===== src/rtl/gpcr_pkg.sv =====
// rtl/gpcr_pkg.sv - shared state encoding and level-count helper for the g/a/p carry resolver
package gpcr_pkg;

    typedef enum logic [1:0] {
        IDLE    = 2'd0,
        COMBINE = 2'd1,
        DONE    = 2'd2
    } gpcr_state_t;

    function automatic int GPCR_LEVELS(input int width);
        int l;
        l = 0;
        for (int k = 0; k < 32; k++) begin
            if ((1 << l) < width) l = l + 1;
        end
        return l;
    endfunction

endpackage


===== src/rtl/gp_combine.sv =====
// rtl/gp_combine.sv - prefix operator (g_hi,a_hi) o (g_lo,a_lo)
module gp_combine (
    input  logic g_hi_i,
    input  logic a_hi_i,
    input  logic g_lo_i,
    input  logic a_lo_i,
    output logic g_o,
    output logic a_o
);

    assign g_o = g_hi_i | (a_hi_i & g_lo_i);
    assign a_o = a_hi_i & a_lo_i;

endmodule


===== src/rtl/gp_carry_resolver.sv =====
// rtl/gp_carry_resolver.sv - sequential Kogge-Stone carry resolver, one prefix level per clock
// Optional overflow output enabled by GPCR_OVERFLOW_EN.
module gp_carry_resolver
    import gpcr_pkg::*;
#(
    parameter int WIDTH = 32
) (
    input  logic             clk,
    input  logic             rst,
    input  logic             in_valid,
    output logic             in_ready,
    input  logic [WIDTH-1:0] g_in,
    input  logic [WIDTH-1:0] a_in,
    input  logic [WIDTH-1:0] p_in,
    input  logic             cin,
    output logic             out_valid,
    input  logic             out_ready,
    output logic [WIDTH-1:0] sum,
    output logic [WIDTH-1:0] carry,
    output logic             cout,
    output logic             busy
`ifdef GPCR_OVERFLOW_EN
    ,
    output logic             ovf
`endif
);

    localparam int LEVELS = GPCR_LEVELS(WIDTH);
    localparam int LVL_W  = $clog2(LEVELS + 1);
    localparam int NSEL   = 1 << LVL_W;

    gpcr_state_t      state_q, state_d;
    logic [LVL_W-1:0] lvl_q, lvl_d;
    logic [WIDTH-1:0] g_q, g_d, a_q, a_d, p_q, p_d;
    logic             c0_q, c0_d;
    logic [WIDTH-1:0] sum_q, sum_d, carry_q, carry_d;
    logic             cout_q, cout_d;
    logic [WIDTH-1:0] g_nxt, a_nxt;

    // Unused select slots (beyond LEVELS or i<d) feed the identity (g=0, a=1).
    for (genvar i = 0; i < WIDTH; i++) begin : g_bit
        logic [NSEL-1:0] lo_g, lo_a;
        for (genvar l = 0; l < NSEL; l++) begin : g_lvl
            if (l < LEVELS && i >= (1 << l)) begin : g_src
                assign lo_g[l] = g_q[i-(1<<l)];
                assign lo_a[l] = a_q[i-(1<<l)];
            end else begin : g_id
                assign lo_g[l] = 1'b0;
                assign lo_a[l] = 1'b1;
            end
        end
        gp_combine u_comb (
            .g_hi_i (g_q[i]),
            .a_hi_i (a_q[i]),
            .g_lo_i (lo_g[lvl_q]),
            .a_lo_i (lo_a[lvl_q]),
            .g_o    (g_nxt[i]),
            .a_o    (a_nxt[i])
        );
    end

`ifdef GPCR_OVERFLOW_EN
    logic ovf_q, ovf_d;
    assign ovf = ovf_q;
`endif

    always_comb begin
        state_d = state_q;
        lvl_d   = lvl_q;
        g_d     = g_q;
        a_d     = a_q;
        p_d     = p_q;
        c0_d    = c0_q;
        sum_d   = sum_q;
        carry_d = carry_q;
        cout_d  = cout_q;
`ifdef GPCR_OVERFLOW_EN
        ovf_d   = ovf_q;
`endif
        unique case (state_q)
            IDLE: begin
                if (in_valid) begin
                    // Folding cin into G[0] lets the prefix tree treat it as bit -1's generate.
                    g_d     = g_in;
                    g_d[0]  = g_in[0] | (a_in[0] & cin);
                    a_d     = a_in;
                    p_d     = p_in;
                    c0_d    = cin;
                    lvl_d   = '0;
                    state_d = COMBINE;
                end
            end
            COMBINE: begin
                g_d   = g_nxt;
                a_d   = a_nxt;
                lvl_d = lvl_q + 1'b1;
                if (lvl_q == LVL_W'(LEVELS - 1)) begin
                    carry_d = {g_nxt[WIDTH-2:0], c0_q};
                    sum_d   = p_q ^ carry_d;
                    cout_d  = g_nxt[WIDTH-1];
`ifdef GPCR_OVERFLOW_EN
                    ovf_d   = carry_d[WIDTH-1] ^ cout_d;
`endif
                    state_d = DONE;
                end
            end
            DONE: begin
                if (out_ready) state_d = IDLE;
            end
            default: state_d = IDLE;
        endcase
    end

    always_ff @(posedge clk or posedge rst) begin
        if (rst) begin
            state_q <= IDLE;
            lvl_q   <= '0;
            g_q     <= '0;
            a_q     <= '0;
            p_q     <= '0;
            c0_q    <= 1'b0;
            sum_q   <= '0;
            carry_q <= '0;
            cout_q  <= 1'b0;
`ifdef GPCR_OVERFLOW_EN
            ovf_q   <= 1'b0;
`endif
        end else begin
            state_q <= state_d;
            lvl_q   <= lvl_d;
            g_q     <= g_d;
            a_q     <= a_d;
            p_q     <= p_d;
            c0_q    <= c0_d;
            sum_q   <= sum_d;
            carry_q <= carry_d;
            cout_q  <= cout_d;
`ifdef GPCR_OVERFLOW_EN
            ovf_q   <= ovf_d;
`endif
        end
    end

    assign in_ready  = (state_q == IDLE);
    assign busy      = (state_q != IDLE);
    assign out_valid = (state_q == DONE);
    assign sum       = sum_q;
    assign carry     = carry_q;
    assign cout      = cout_q;

endmodule


===== config.mk =====
export PLATFORM = sky130hd
export DESIGN_NAME = gp_carry_resolver
export DESIGN_NICKNAME = d
export VERILOG_FILES = /design/src/rtl/gpcr_pkg.sv /design/src/rtl/gp_combine.sv /design/src/rtl/gp_carry_resolver.sv
export SDC_FILE = /design/constraint.sdc
export NUM_CORES = 1
export LEC_CHECK = 0
export ABC_AREA = 1
export BUFFER_PORTS_ARGS = -buffer_cell sky130_fd_sc_hd__buf_4
export CORE_MARGIN = 4
export CORE_UTILIZATION = 30
export CTS_BUF_LIST = sky130_fd_sc_hd__clkbuf_8 sky130_fd_sc_hd__clkbuf_16
export DETAILED_ROUTE_END_ITERATION = 12
export GPL_TIMING_DRIVEN = 0
export SYNTH_ARGS = -nofsm -noshare
export SYNTH_HDL_FRONTEND = slang
export SYNTH_HIERARCHICAL = 1
export SYNTH_SLANG_ARGS = --single-unit

===== constraint.sdc =====
create_clock -name clk -period 5 [get_ports clk]
set_clock_uncertainty 0.15 [all_clocks]
set_input_delay 0.25 -clock clk [delete_from_list [all_inputs] [get_ports clk]]
set_output_delay 0.25 -clock clk [all_outputs]
set_load 0.03 [all_outputs]

* Word level (Yosys, flattened, before mapping)
Memories as Yosys holds them, arrays and structs flattened. Cells that the tools add are included. Widths: inputs -> output; s select.
Word-level totals: output and inout port bits 68, flip-flop bits (word level) 167, input port bits 101, memory bits (read-only) 16, memories 2, logic and storage cells 261
Cells by class: mux-type cells 136, magnitude comparators 1, bitwise logic cells 99, reductions and logical operators 7, add/subtract/negate cells 1, eq/ne operators 6
Memory list:
- (name not given) | depth 8, bits a word 1, rd ports 1, clocked after memory_dff 0, write ports 0, line gp_carry_resolver.sv:56 | .a_lo_i (lo_a[lvl_q]),
- (name not given) | depth 8, bits a word 1, rd ports 1, clocked after memory_dff 0, write ports 0, line gp_carry_resolver.sv:55 | .g_lo_i (lo_g[lvl_q]),
Operator list (number):
- $bmux 1 s3 | 62
- $pmux 32 s2 | 2
- $and 1x1->1 | 65
- $mux 1 | 64
- $mux 32 | 2
- $or 1x1->1 | 33
- $xor 32x32->32 | 1
- $mux 2 | 3
- $pmux 2 s3 | 1
- $pmux 3 s2 | 1
- $reduce_and 2->1 | 3
- $lt 3x4->1 const B | 1
- $ne 2x2->1 const B | 2
- $reduce_bool 2->1 | 2
- $add 3x1->3 const B | 1
- $eq 3x3->1 const B | 1
- $mux 3 | 1
- $reduce_and 3->1 | 1
- $eq 2x1->1 const B | 1
- $eq 2x2->1 const B | 1
- $logic_not 2->1 | 1
- $ne 2x1->1 const B | 1

* Depth between registers and ports, before layout
Gate-level depths: netlist (run 1).
word-level depth 5, gate-level depth with buffers 13, mapped depth without buffers 12

* By module
Netlist (run 1), hierarchy kept.
By module, submodules not included:
- gp_carry_resolver | instances 1, cells an instance 1463, area each 9618.0 sq um, seq. area each 4179.0 sq um
- gp_combine | instances 32, cells an instance 5, area each 18.8 sq um, seq. area each 0.0 sq um

* Worst setup path after synthesis (run 1)
Ideal clock, no wire load.
path type register -> register, start point register lvl_q[0], end point register sum_q[0], in the netlist sum[0], library setup time 117 ps, required time 4733 ps, path slack 3196 ps, clock period less this slack 1804 ps, path buffers 4, data arrival time 1537 ps, cell stages (with the launch flop) 12, cells stage by stage dfrtp_1 -> inv_1 -> buf_2 -> buf_2 -> ha_1 -> nand2_1 -> inv_1 -> nand2_1 -> buf_6 -> buf_2 -> nand2_1 -> nand2_1
On the way: longest elaborated chain between the ends 2
RTL lines:
- from (decl) | line gp_carry_resolver.sv:33 | logic [LVL_W-1:0] lvl_q, lvl_d;
- from (signal assigned) | line gp_carry_resolver.sv:130 | lvl_q <= lvl_d;
- $eq 3x3->1 | line gp_carry_resolver.sv:97 | if (lvl_q == LVL_W'(LEVELS - 1)) begin
- $reduce_and 2->1 (no line)
- to (signal assigned) | line gp_carry_resolver.sv:135 | sum_q <= sum_d;
- to (decl) | line gp_carry_resolver.sv:36 | logic [WIDTH-1:0] sum_q, sum_d, carry_q, carry_d;
Every way passes these cells. A chain may end at the register's enable or synchronous reset.

* Worst setup path after layout (run 1)
start point register lvl_q[1], end point register g_q[20]
On the way: longest elaborated chain between the ends 5
RTL lines:
- $bmux 1 s3 | line gp_carry_resolver.sv:55
- $mux 1 (not written as such) | line gp_carry_resolver.sv:55
- $and 1x1->1 | line gp_combine.sv:11 | assign g_o = g_hi_i | (a_hi_i & g_lo_i);
- $or 1x1->1 | line gp_combine.sv:11
- named net g_nxt[20] | line gp_carry_resolver.sv:38 | logic [WIDTH-1:0] g_nxt, a_nxt;
- $pmux 32 s2 | line gp_carry_resolver.sv:80 | unique case (state_q)
- to (signal assigned) | line gp_carry_resolver.sv:131 | g_q <= g_d;
- to (decl) | line gp_carry_resolver.sv:34 | logic [WIDTH-1:0] g_q, g_d, a_q, a_d, p_q, p_d;
The timed path passes the listed nets, and every way through them passes these cells. The select of a mux whose other input is x is not followed.

==> impl_metrics.py, run 1 <==
metrics = {
    "synth": {
        "synthCells": 1623,
        "synth_top_area_cell": "dfrtp_1",
        "synth.area.top_cells": "dfrtp_1 41%, nand2_1 37%, nand3_1 8.5%, inv_1 4.1%, buf_2 2.8%",
        "yosysTopAreaCellShare_pct": 40.9,
        "syn_area_mm2": 0.0102,
        "synth_nets": 1726,
        "ys_seq_area_share_pct": 40.9,
        "synth_seq_cells": 167,
        "syn_area_per_cell_um2": 6.30,
        "ys_types": 23,
        "yosys_warnings": 6,
    },
    "status": {
        "outcome": "finished clean",
    },
    "placed_design": {
        "dp_cells": 2239,
        "routabilityCongestion": 0.959,
        "place_area_mm2": 0.0121,
        "io_buffers": 167,
        "dp_hpwl_um": 29500,
    },
    "detailed_routing": {
        "via_per_inst": 4.64,
        "wire_per_inst_um": 16.5,
        "drcViolationCount": 0,
        "vias": 10975,
        "drt_wl_total_um": 38900,
        "drtPass1Iterations": 6,
        "ant_nets": 0,
        "drt-initial-drc-count": 849,
    },
    "pwr": {
        "p_sw_mw": 4.76,
        "pwr-share-comb_pct": 57.1,
        "ir_drop_v": 0.000263,
        "internal_power_mw": 4.34,
        "p_leak_nw": 8.00,
        "pwr-share-clk_pct": 14.0,
        "pwr-share-seq_pct": 29.0,
        "p_per_area_mw_per_mm2": 671,
        "switching_share_pct": 52.3,
    },
    "sta": {
        "setup_viol": 0,
        "finalSetupTns_ns": 0,
        "tightest_slew_ns": 0.654,
        "rsz0062_at_grt": "false",
        "slew_viol_final": 0,
        "min_period_ns": 2.35,
        "slew_headroom_pct": 56.4,
        "hold_viol_final": 0,
        "period_share_pct": 47.0,
        "fmaxAchievable_ghz": 0.425,
    },
    "clock_tree": {
        "clkLatencyLatePin_ns": 0.44,
        "cts_buffers": 17,
        "cts.reportedPaths.clkPinSlew_ns": 0.07,
        "cts_tree": "yes",
        "postCtsSetupBuffers": 0,
        "clock_sinks": 167,
        "clock-root-buffer": "clkbuf_16",
        "clockBufferDepth": 2,
        "h-tree-depth": 4,
        "cts_resized": 0,
    },
    "final_layout": {
        "final_area_mm2": 0.0136,
        "final_nets": 2009,
        "layout-drive-gt1-share_pct": 14.5,
        "antenna_cells": 0,
        "fin_cells": 2366,
        "area_growth_pct": 32.7,
    },
    "global_routing": {
        "grt_usage_pct": 21.1,
        "grt_pass1_vias": 10759,
        "grt_first_pass_wirelength_um": 60400,
        "grt_overflow": 0,
        "antenna_found_initial": 0,
        "grt_max_degree": 114,
    },
    "setup_path": {
        "crit_required_ns": 5.23,
        "cp-start-kind": "register",
        "r2r_cells": 12,
        "cp-end-kind": "register",
        "cp_max_fo": 10,
        "crit_type": "reg -> reg",
        "crit_arrival_ns": 2.58,
    },
    "floorplanning": {
        "core_mm2": 0.0335,
        "chipHeight_um": 193,
        "rows": 67,
        "die_w_um": 193,
        "ioPinCount": 169,
        "initial_utilization_pct": 30.5,
        "dieArea_mm2": 0.0371,
    },
    "worst_hold_path": {
        "hold_path_class": "in -> reg",
        "min_path_cells": 5,
    },
    "flow_run": {
        "drv_cap": 0,
    },
}
-- cells by family (layout without fill, tap and decap cells) --
logic type,after synthesis,in the layout,share of synthesized area (%)
and+or+nand+nor,1193,1193,46.0
buffers and inverters,206,501,8.84
DFF,167,167,40.9
xor gates and xnor gates,32,32,2.74
AOI/OAI and AO/OA,21,21,1.19
adders and majority gates,2,2,0.245
other,2,2,0.0735
-- critical path: stages (launching register included) --
cell and delay [ns]:
dfrtp_1 0.35, clkbuf_2 0.26, nand2_1 0.14, inv_2 0.14, clkbuf_1 0.44, nand2_1 0.12
nand3_1 0.11, nand2_1 0.09, nand2_1 0.18, nand3_1 0.10, nand2_1 0.09, nand2_1 0.05
nand2_1 0.08
-- area by class of cell --
| class | count | area, um^2 |
|---|---|---|
| fill | 3680 | 20000 |
| multi-input combinational | 1250 | 5140 |
| sequential | 167 | 4180 |
| timing repair buffer | 264 | 2240 |
| tap | 448 | 561 |
| buffer | 91 | 472 |
| clock buffer | 18 | 439 |
| inverter | 115 | 439 |
| clock inverter | 13 | 96.3 |
-- power groups by stage --
stage / clock, mW / sequential (mW) / combinational, mW
5_1_grt: 1.35 / 2.71 / 5.84
6_report: 1.27 / 2.64 / 5.19
4_1_cts: 1.30 / 2.62 / 5.20
3_5_place_dp: 0 / 2.64 / 5.12
2_1_floorplan: 0 / 2.82 / 3.12
3_3_place_gp: 0 / 2.64 / 5.07
-- synthesized netlist by cell type --
master / count
ha_1: 2
clkbuf_2: 1
conb_1: 2
o211ai_1: 1
a21oi_1: 2
inv_1: 111
nand2_2: 1
or2_2: 1
clkbuf_1: 13
nand2_1: 1007
inv_2: 4
o21ai_4: 1
buf_4: 13
nand3_1: 173
dfrtp_1: 167
buf_2: 58
nor2_1: 10
buf_6: 1
nor2_2: 1
o31ai_1: 1
xor2_1: 32
o21ai_0: 16
buf_1: 5
-- per-stage QoR --
| stage | hold WS [ns] | utilization [%] | power [mW] | setup slack, ns |
|---|---|---|---|---|
| after floorplan | 0.198 | - | 5.94 | 0.0816 |
| after global placement | 0.287 | 35.9 | 7.71 | -2.08 |
| after detailed placement | 0.144 | 36.0 | 7.76 | 2.71 |
| after CTS | 0.00418 | 40.5 | 9.12 | 2.69 |
| after global routing | 0.0328 | 40.5 | 9.89 | 2.53 |
| final | 0.0168 | 40.5 | 9.10 | 2.65 |
-- cells in the final DEF, fill, tap and decap left out, drive strengths merged --
| master | n |
|---|---|
| nand3 | 173 |
| clkinvlp | 1 |
| inv | 124 |
| or2 | 1 |
| dlygate4sd3 | 96 |
| xor2 | 32 |
| nand2 | 1008 |
| nor2 | 11 |
| a21oi | 2 |
| clkbuf | 32 |
| o31ai | 1 |
| o211ai | 1 |
| clkinv | 3 |
| o21ai | 17 |
| ha | 2 |
| dfrtp | 167 |
| buf | 245 |
| conb | 2 |
-- final timing paths --
check	from	to	slack [ns]
setup / recovery	lvl_q[1]	g_q[20]	2.65
hold / removal	a_in[4]	a_q[4]	0.02
setup reg to reg	lvl_q[1]	g_q[20]	2.65
hold reg to reg	carry[31]	carry[31]	0.33
max in group asynchronous	rst	a_q[5]	3.56
min in group asynchronous	rst	p_q[24]	0.22
-- per-layer routing --
layer  up-vias  GRT usage (%)  part of all wire (%)
met5         -              0                     0
met2       327           34.9                    47
met3        52           2.55                   4.6
met4         0           6.31                   2.3
met1      5105           29.0                    46
li1       5491              -                     -
-- registers in the layout, indices dropped and copies added (netlist names), 2 cells and up --
register / cells
carry: 32
a_q: 32
g_q: 32
lvl_q: 3
state_q: 2
p_q: 32
sum: 32
-- repair_timing --
item	CTS	global route
hold buffers	96	0
endpoints found under the setup margin	0	0
endpoints found under the hold margin	149	0
No activity file was read; power rests on OpenSTA's default activity.
==> run 2: changes to the inputs <==
==> constraint.sdc (replaced) <==
create_clock -name clk -period 2.2 [get_ports clk]
set_clock_uncertainty 0.15 [all_clocks]
set_input_delay 0.11 -clock clk [delete_from_list [all_inputs] [get_ports clk]]
set_output_delay 0.11 -clock clk [all_outputs]
set_load 0.03 [all_outputs]
==> run 2 against run 1 <==
  * Setup slack got worse by 2.5 ns
  * Critical path type unchanged
  * Die area is the same
  * Largest power group unchanged
  * Largest cell class unchanged
  * Final cell count grew 0.55%
  * Clock power rose to 2.6 times the previous value
  * Sequential power increased by 130%
  * Via count up 1.4%
  * Highest routed layer unchanged
==> impl_metrics.py, run 2 (synthesis gave the netlist of run 1 again) <==
metrics = {
    "status": {
        "outcome": "finished clean",
    },
    "clock_tree": {
        "clock-root-buffer": "clkbuf_16",
        "cts.reportedPaths.clkPinSlew_ns": 0.08,
        "cts_buffers": 17,
        "h-tree-depth": 4,
        "clockBufferDepth": 2,
        "cts_tree": "yes",
        "clock_sinks": 167,
        "clkLatencyLatePin_ns": 0.45,
    },
    "floorplanning": {
        "dieArea_mm2": 0.0371,
        "rows": 67,
        "core_mm2": 0.0335,
        "chipHeight_um": 193,
        "ioPinCount": 169,
        "initial_utilization_pct": 30.5,
        "die_w_um": 193,
    },
    "detailed_routing": {
        "drt_wl_total_um": 39700,
        "ant_nets": 0,
        "drt-initial-drc-count": 921,
        "via_per_inst": 4.68,
        "drtPass1Iterations": 7,
        "wire_per_inst_um": 16.7,
        "drcViolationCount": 0,
        "vias": 11134,
    },
    "setup_path": {
        "crit_type": "reg -> reg",
        "cp-end-kind": "register",
        "r2r-start": "lvl_q[1]",
        "r2r_cells": 11,
        "r2r_setup_slack_ns": 0.11,
        "r2r_end": "g_q[3]",
        "cp-start-kind": "register",
        "cp_max_fo": 10,
        "crit_arrival_ns": 2.32,
        "crit_required_ns": 2.43,
    },
    "worst_hold_path": {
        "hold_path_class": "in -> reg",
        "worstHoldStart": "in_valid",
        "min_path_cells": 4,
        "hold_path_end": "p_q[29]",
    },
    "pwr": {
        "p_per_area_mw_per_mm2": 1540,
        "ir_drop_v": 0.000626,
        "p_leak_nw": 8.12,
    },
    "global_routing": {
        "antenna_found_initial": 0,
        "grt_max_degree": 41,
        "grt_usage_pct": 21.4,
        "grt_pass1_vias": 10721,
        "grt_first_pass_wirelength_um": 60900,
        "grt_overflow": 0,
    },
    "sta": {
        "slew_headroom_pct": 50.9,
        "slew_viol_final": 0,
        "min_period_ns": 2.09,
        "tightest_slew_ns": 0.736,
        "hold_viol_final": 0,
        "period_share_pct": 95.0,
        "setup_viol": 0,
        "fmaxAchievable_ghz": 0.479,
        "setup_ws_ns": 0.111,
        "rsz0062_at_grt": "true",
    },
    "flow_run": {
        "drv_cap": 0,
    },
    "final_layout": {
        "fin_cells": 2379,
        "final_area_mm2": 0.0139,
        "fill_cells": 3593,
        "area_growth_pct": 35.8,
        "final_nets": 2021,
        "antenna_cells": 0,
        "layout-drive-gt1-share_pct": 15.4,
        "final_cell_mix": "1001 x nand2_1, 184 x buf_4, 173 x nand3_1",
        "final_common_cell": "nand2_1",
    },
    "placed_design": {
        "place_area_mm2": 0.0121,
        "routabilityCongestion": 0.952,
        "io_buffers": 167,
        "dp_cells": 2242,
        "dpl_worst_slack_ns": -0.143,
        "dp_hpwl_um": 30000,
    },
}
[run 2: changes by cell type in the layout (fill, tap and decap cells not counted), moves of 4 or more]
cell	delta
buf_12	+4
buf_2	-20
buf_4	+4
clkbuf_1	-4
clkbuf_4	+17
dlygate4sd3_1	+8
nand2_1	-6
nand2_2	+6
[run 2: cell type report]
cell class	count	area, um^2	share of cell area [%]
Buffer	91	548	3.95
Clock buffer	17	425	3.07
Clock inverter	15	189	1.36
Inverter	115	435	3.14
Multi-Input combinational cell	1250	5160	37.2
Sequential cell	167	4180	30.1
Tap cell	448	561	4.04
Timing Repair Buffer	276	2380	17.2
[run 2: how the worst max path moves through the flow]
stage                        start         end
after CTS                 lvl_q[0]  state_q[1]
final                     lvl_q[1]      g_q[3]
after global routing      lvl_q[1]     g_q[17]
after detailed placement  lvl_q[1]     g_q[20]
after floorplan                rst      a_q[0]
after global placement         rst      a_q[5]
[run 2: timing repair]
item                       4_1_cts  5_1_grt
resized for setup                6       41
setup endpoints to repair       47       97
hold endpoints to repair       186        0
hold buffers                   104        0
gates cloned                     0        0
setup buffers                    0        1
[run 2: worst max-delay path: stages, from the launching register on]
cell and delay (ns):
dfrtp_1 0.38, clkbuf_4 0.20, nor2_2 0.19, buf_4 0.24
inv_1 0.09, a21oi_1 0.15, nand2_1 0.07, nand2_1 0.24
nand3_1 0.11, nand2_1 0.08, nand2_1 0.04, nand2_1 0.07
[run 2: power breakdown]
part	total (mW)	switching (mW)	internal (mW)
Clock	3.26	1.44	1.82
Combinational	12.1	7.98	4.10
Sequential	5.97	1.51	4.46
Total	21.3	10.9	10.4
[run 2: per-layer routing]
layer	share of wire [%]	GRT usage (%)	vias to the layer above
li1	-	-	5520
met1	45	29.3	5223
met2	47	35.2	341
met3	5.6	3.09	50
met4	2.3	6.28	0
met5	0	0	-
[run 2: per-stage QoR]
step / util (%) / hold WS, ns / setup TNS [ns] / total power, mW
2_1_floorplan: - / 0.0581 / -31.19 / 13.5
3_3_place_gp: 35.9 / 0.146 / -226.77 / 17.6
3_5_place_dp: 36.1 / 0.0575 / -0.492 / 17.7
4_1_cts: 41.1 / 0.0786 / 0 / 21.2
5_1_grt: 41.4 / 0.152 / -0.111 / 23.1
6_report: 41.4 / 0.0967 / 0 / 21.3
==> run 3: changes to the inputs <==
--- a/config.mk
+++ b/config.mk
@@ -5,7 +5,6 @@
 export SDC_FILE = /design/constraint.sdc
 export NUM_CORES = 1
 export LEC_CHECK = 0
-export ABC_AREA = 1
 export BUFFER_PORTS_ARGS = -buffer_cell sky130_fd_sc_hd__buf_4
 export CORE_MARGIN = 4
 export CORE_UTILIZATION = 30
==> run 3 against run 2 <==
  * The run now ends with setup timing left
  * Total power rose by 4.3%
  * Via count decreased by 18%
  * Sequential share of layout area decreased by 0.26 points
  * Global-route usage fell by 1.5 points
  * Final cell count fell by 27%
  * Combinational power is 3% higher
  * Sequential power increased by 8.4%
  * Core utilization rose by 1.3 points
  * Clock power about the same
  * Maximum frequency is 6.0% lower
  * Critical path depth is 3 lower
  * Critical endpoint is now carry[26]
  * Largest cell class unchanged
==> impl_metrics.py, run 3 <==
metrics = {
    "pwr": {
        "p_leak_nw": 6.26,
        "ir_drop_v": 0.000762,
        "p_total_mw": 22.2,
        "p_per_area_mw_per_mm2": 1590,
    },
    "synth": {
        "ys_seq_area_share_pct": 41.5,
        "synth_seq_cells": 167,
        "synth-main-ff-cell": "dfrtp_1",
        "synth_top_area_cell": "dfrtp_1",
        "async_reset_ff_share_pct": 100,
        "synthAdderAreaFrac_pct": 0.249,
        "muxShareOfSynthArea_pct": 16.9,
        "synthTopCellsByCount": "167 x dfrtp_1, 112 x o21ai_0, 77 x a22oi_1",
        "synthCells": 980,
        "yosys_warnings": 6,
        "syn_area_mm2": 0.0101,
        "synth_nets": 1083,
        "synth-compound-area-share_pct": 22.1,
        "synth-xor-area-share_pct": 2.79,
        "synth.area.top_cells": "dfrtp_1 42%, mux2_2 5.9%, a22oi_1 5.7%, o21ai_0 5.6%, mux2_4 4.5%",
        "ys_types": 46,
        "synth_edf_count": 0,
        "synthSimpleGateAreaFrac_pct": 11.4,
        "synth_top_family_by_area": "compound AO/OA/AOI/OAI gates",
        "synth_most_common_cell": "dfrtp_1",
        "syn_area_per_cell_um2": 10.3,
        "yosysTopAreaCellShare_pct": 41.5,
    },
    "final_layout": {
        "fill_cells": 3197,
        "area_growth_pct": 39.2,
        "multi_input_area_mm2": 0.00549,
        "fin_cells": 1740,
        "final_common_cell": "buf_4",
        "final_nets": 1388,
        "final-seq-area_mm2": 0.00418,
        "antenna_cells": 0,
        "layout-drive-gt1-share_pct": 34.1,
        "final_cell_mix": "195 x buf_4, 166 x dfrtp_1, 98 x dlygate4sd3_1",
    },
    "detailed_routing": {
        "drcViolationCount": 0,
        "vias": 9128,
        "drt_wl_total_um": 36900,
        "ant_nets": 0,
        "wire_per_inst_um": 21.2,
        "drtPass1Iterations": 5,
        "via_per_inst": 5.25,
        "drt-initial-drc-count": 743,
    },
    "setup_path": {
        "r2r_cells": 8,
        "cpMostUsedCell": "mux2_4",
        "slowest_stage": "dfrtp_1",
        "path_cells": "buf_6, buf_12, clkbuf_16, mux2_4, a32oi_1, o21ai_1, a21o_1, mux2_4",
        "r2r-start": "lvl_q[1]",
        "cp-start-kind": "register",
        "crit_type": "reg -> reg",
        "crit_required_ns": 2.38,
        "slowest_delay_ns": 0.39,
        "cp-end-kind": "register",
        "crit_arrival_ns": 2.40,
        "cp_max_fo": 7,
        "r2r_end": "carry[26]",
        "r2r_setup_slack_ns": -0.02,
    },
    "sta": {
        "setup_ws_ns": -0.0219,
        "fmaxAchievable_ghz": 0.450,
        "slew_headroom_pct": 49.9,
        "hold_viol_final": 0,
        "slew_viol_final": 0,
        "finalSetupTns_ns": -0.0219,
        "min_period_ns": 2.22,
        "setup_viol": 1,
        "period_share_pct": 101,
        "tightest_slew_ns": 0.749,
        "rsz0062_at_grt": "true",
    },
    "clock_tree": {
        "cts_tree": "yes",
        "h-tree-depth": 4,
        "cts.reportedPaths.clkPinSlew_ns": 0.08,
        "clockBufferDepth": 2,
        "clkLatencyLatePin_ns": 0.44,
        "clock_sinks": 167,
        "clock-root-buffer": "clkbuf_16",
        "cts_buffers": 17,
    },
    "worst_hold_path": {
        "hold_path_end": "g_q[0]",
        "worstHoldStart": "g_in[0]",
        "hold_path_class": "in -> reg",
        "min_path_cells": 4,
    },
    "floorplanning": {
        "rows": 66,
        "dieArea_mm2": 0.0365,
        "ioPinCount": 169,
        "die_w_um": 191,
        "initial_utilization_pct": 30.7,
        "core_mm2": 0.0328,
        "chipHeight_um": 191,
    },
    "placed_design": {
        "routabilityCongestion": 0.942,
        "dp_hpwl_um": 26600,
        "io_buffers": 168,
        "dp_cells": 1594,
    },
    "global_routing": {
        "grt_overflow": 0,
        "grt_max_degree": 41,
        "grt_usage_pct": 19.9,
        "grt_pass1_vias": 9437,
        "grt_first_pass_wirelength_um": 56500,
        "antenna_found_initial": 1,
    },
    "status": {
        "outcome": "complete, but fails checks",
        "violations": "setup timing",
    },
    "flow_run": {
        "drv_cap": 0,
    },
}
[run 3: changes by cell type after synthesis, sizes merged, moves of 40 or more]
cell and change:
nand2 -952, nand3 -173, inv -107, o21ai +101, mux2 +83, a22oi +77, a21oi +68, nor2b +59
and2 +40
[run 3: cell families (layout without fill, tap and decap cells)]
logic type               count (synthesis)  in the layout
XOR/XNOR                                32             32
AND/OR/NAND/NOR                        200            200
flip-flops                             167            167
multiplexers                           129            129
AO/OA/AOI/OAI                          355            355
adder cells (fa/ha/maj)                  2              2
buffers and inverters                   93            411
other                                    2              2
[run 3: how the worst max path moves through the flow]
stage | to | start | slack [ns]
final | carry[26] | lvl_q[1] | -0.02
after floorplan | a_q[0] | rst | -0.19
after global routing | sum[18] | lvl_q[1] | -0.05
after CTS | sum[12] | lvl_q[1] | 0.0005
after detailed placement | state_q[1] | lvl_q[0] | -0.75
after global placement | sum[9] | rst | -1.37
[run 3: routing by layer]
metal | track usage [%] | part of all wire [%] | wire length (um)
met4 | 5.55 | 2.1 | 792
met2 | 32.4 | 47 | 17300
met3 | 4.73 | 7.8 | 2870
met1 | 26.5 | 43 | 15900
met5 | 0 | 0.046 | 17
[run 3: power breakdown]
part / leakage, nW / switching [mW] / internal, mW
logic: 3.86 / 6.59 / 5.93
clock network: 0.302 / 1.49 / 1.74
registers: 2.10 / 1.97 / 4.49
total: 6.26 / 10.1 / 12.2
[run 3: area by class of cell]
| class | count | share of cell area, % |
|---|---|---|
| Clock buffer | 17 | 3.04 |
| Timing Repair Buffer | 287 | 17.9 |
| Sequential cell | 167 | 29.9 |
| Multi-Input combinational cell | 720 | 39.2 |
| Tap cell | 442 | 3.95 |
| Buffer | 83 | 4.40 |
| Inverter | 9 | 0.313 |
| Clock inverter | 15 | 1.39 |
[run 3: per-stage QoR]
stage	utilization, %	area (um^2)	setup WS, ns	hold slack (ns)
after floorplan	-	10100	-0.187	0.0676
after global placement	36.2	11900	-1.37	0.171
after detailed placement	36.5	12000	-0.747	0.127
after CTS	42.0	13800	0.000504	0.00455
after global routing	42.7	14000	-0.0470	0.0140
final	42.7	14000	-0.0219	0.00724
[run 3: worst max-delay path: cells and delay by family (launching register included)]
kind,cells,cell delay [ns]
flops,1,0.39
compound gates,3,0.54
mux,2,0.58
buf+inv,3,0.46
[run 3: timing repair]
action,4_1_cts,5_1_grt
endpoints found under the hold margin,126,0
hold buffers,98,0
gates resized for setup,47,84
setup endpoints to repair,119,123
cloned,0,2
pin swaps,1,16
buffers inserted,11,4
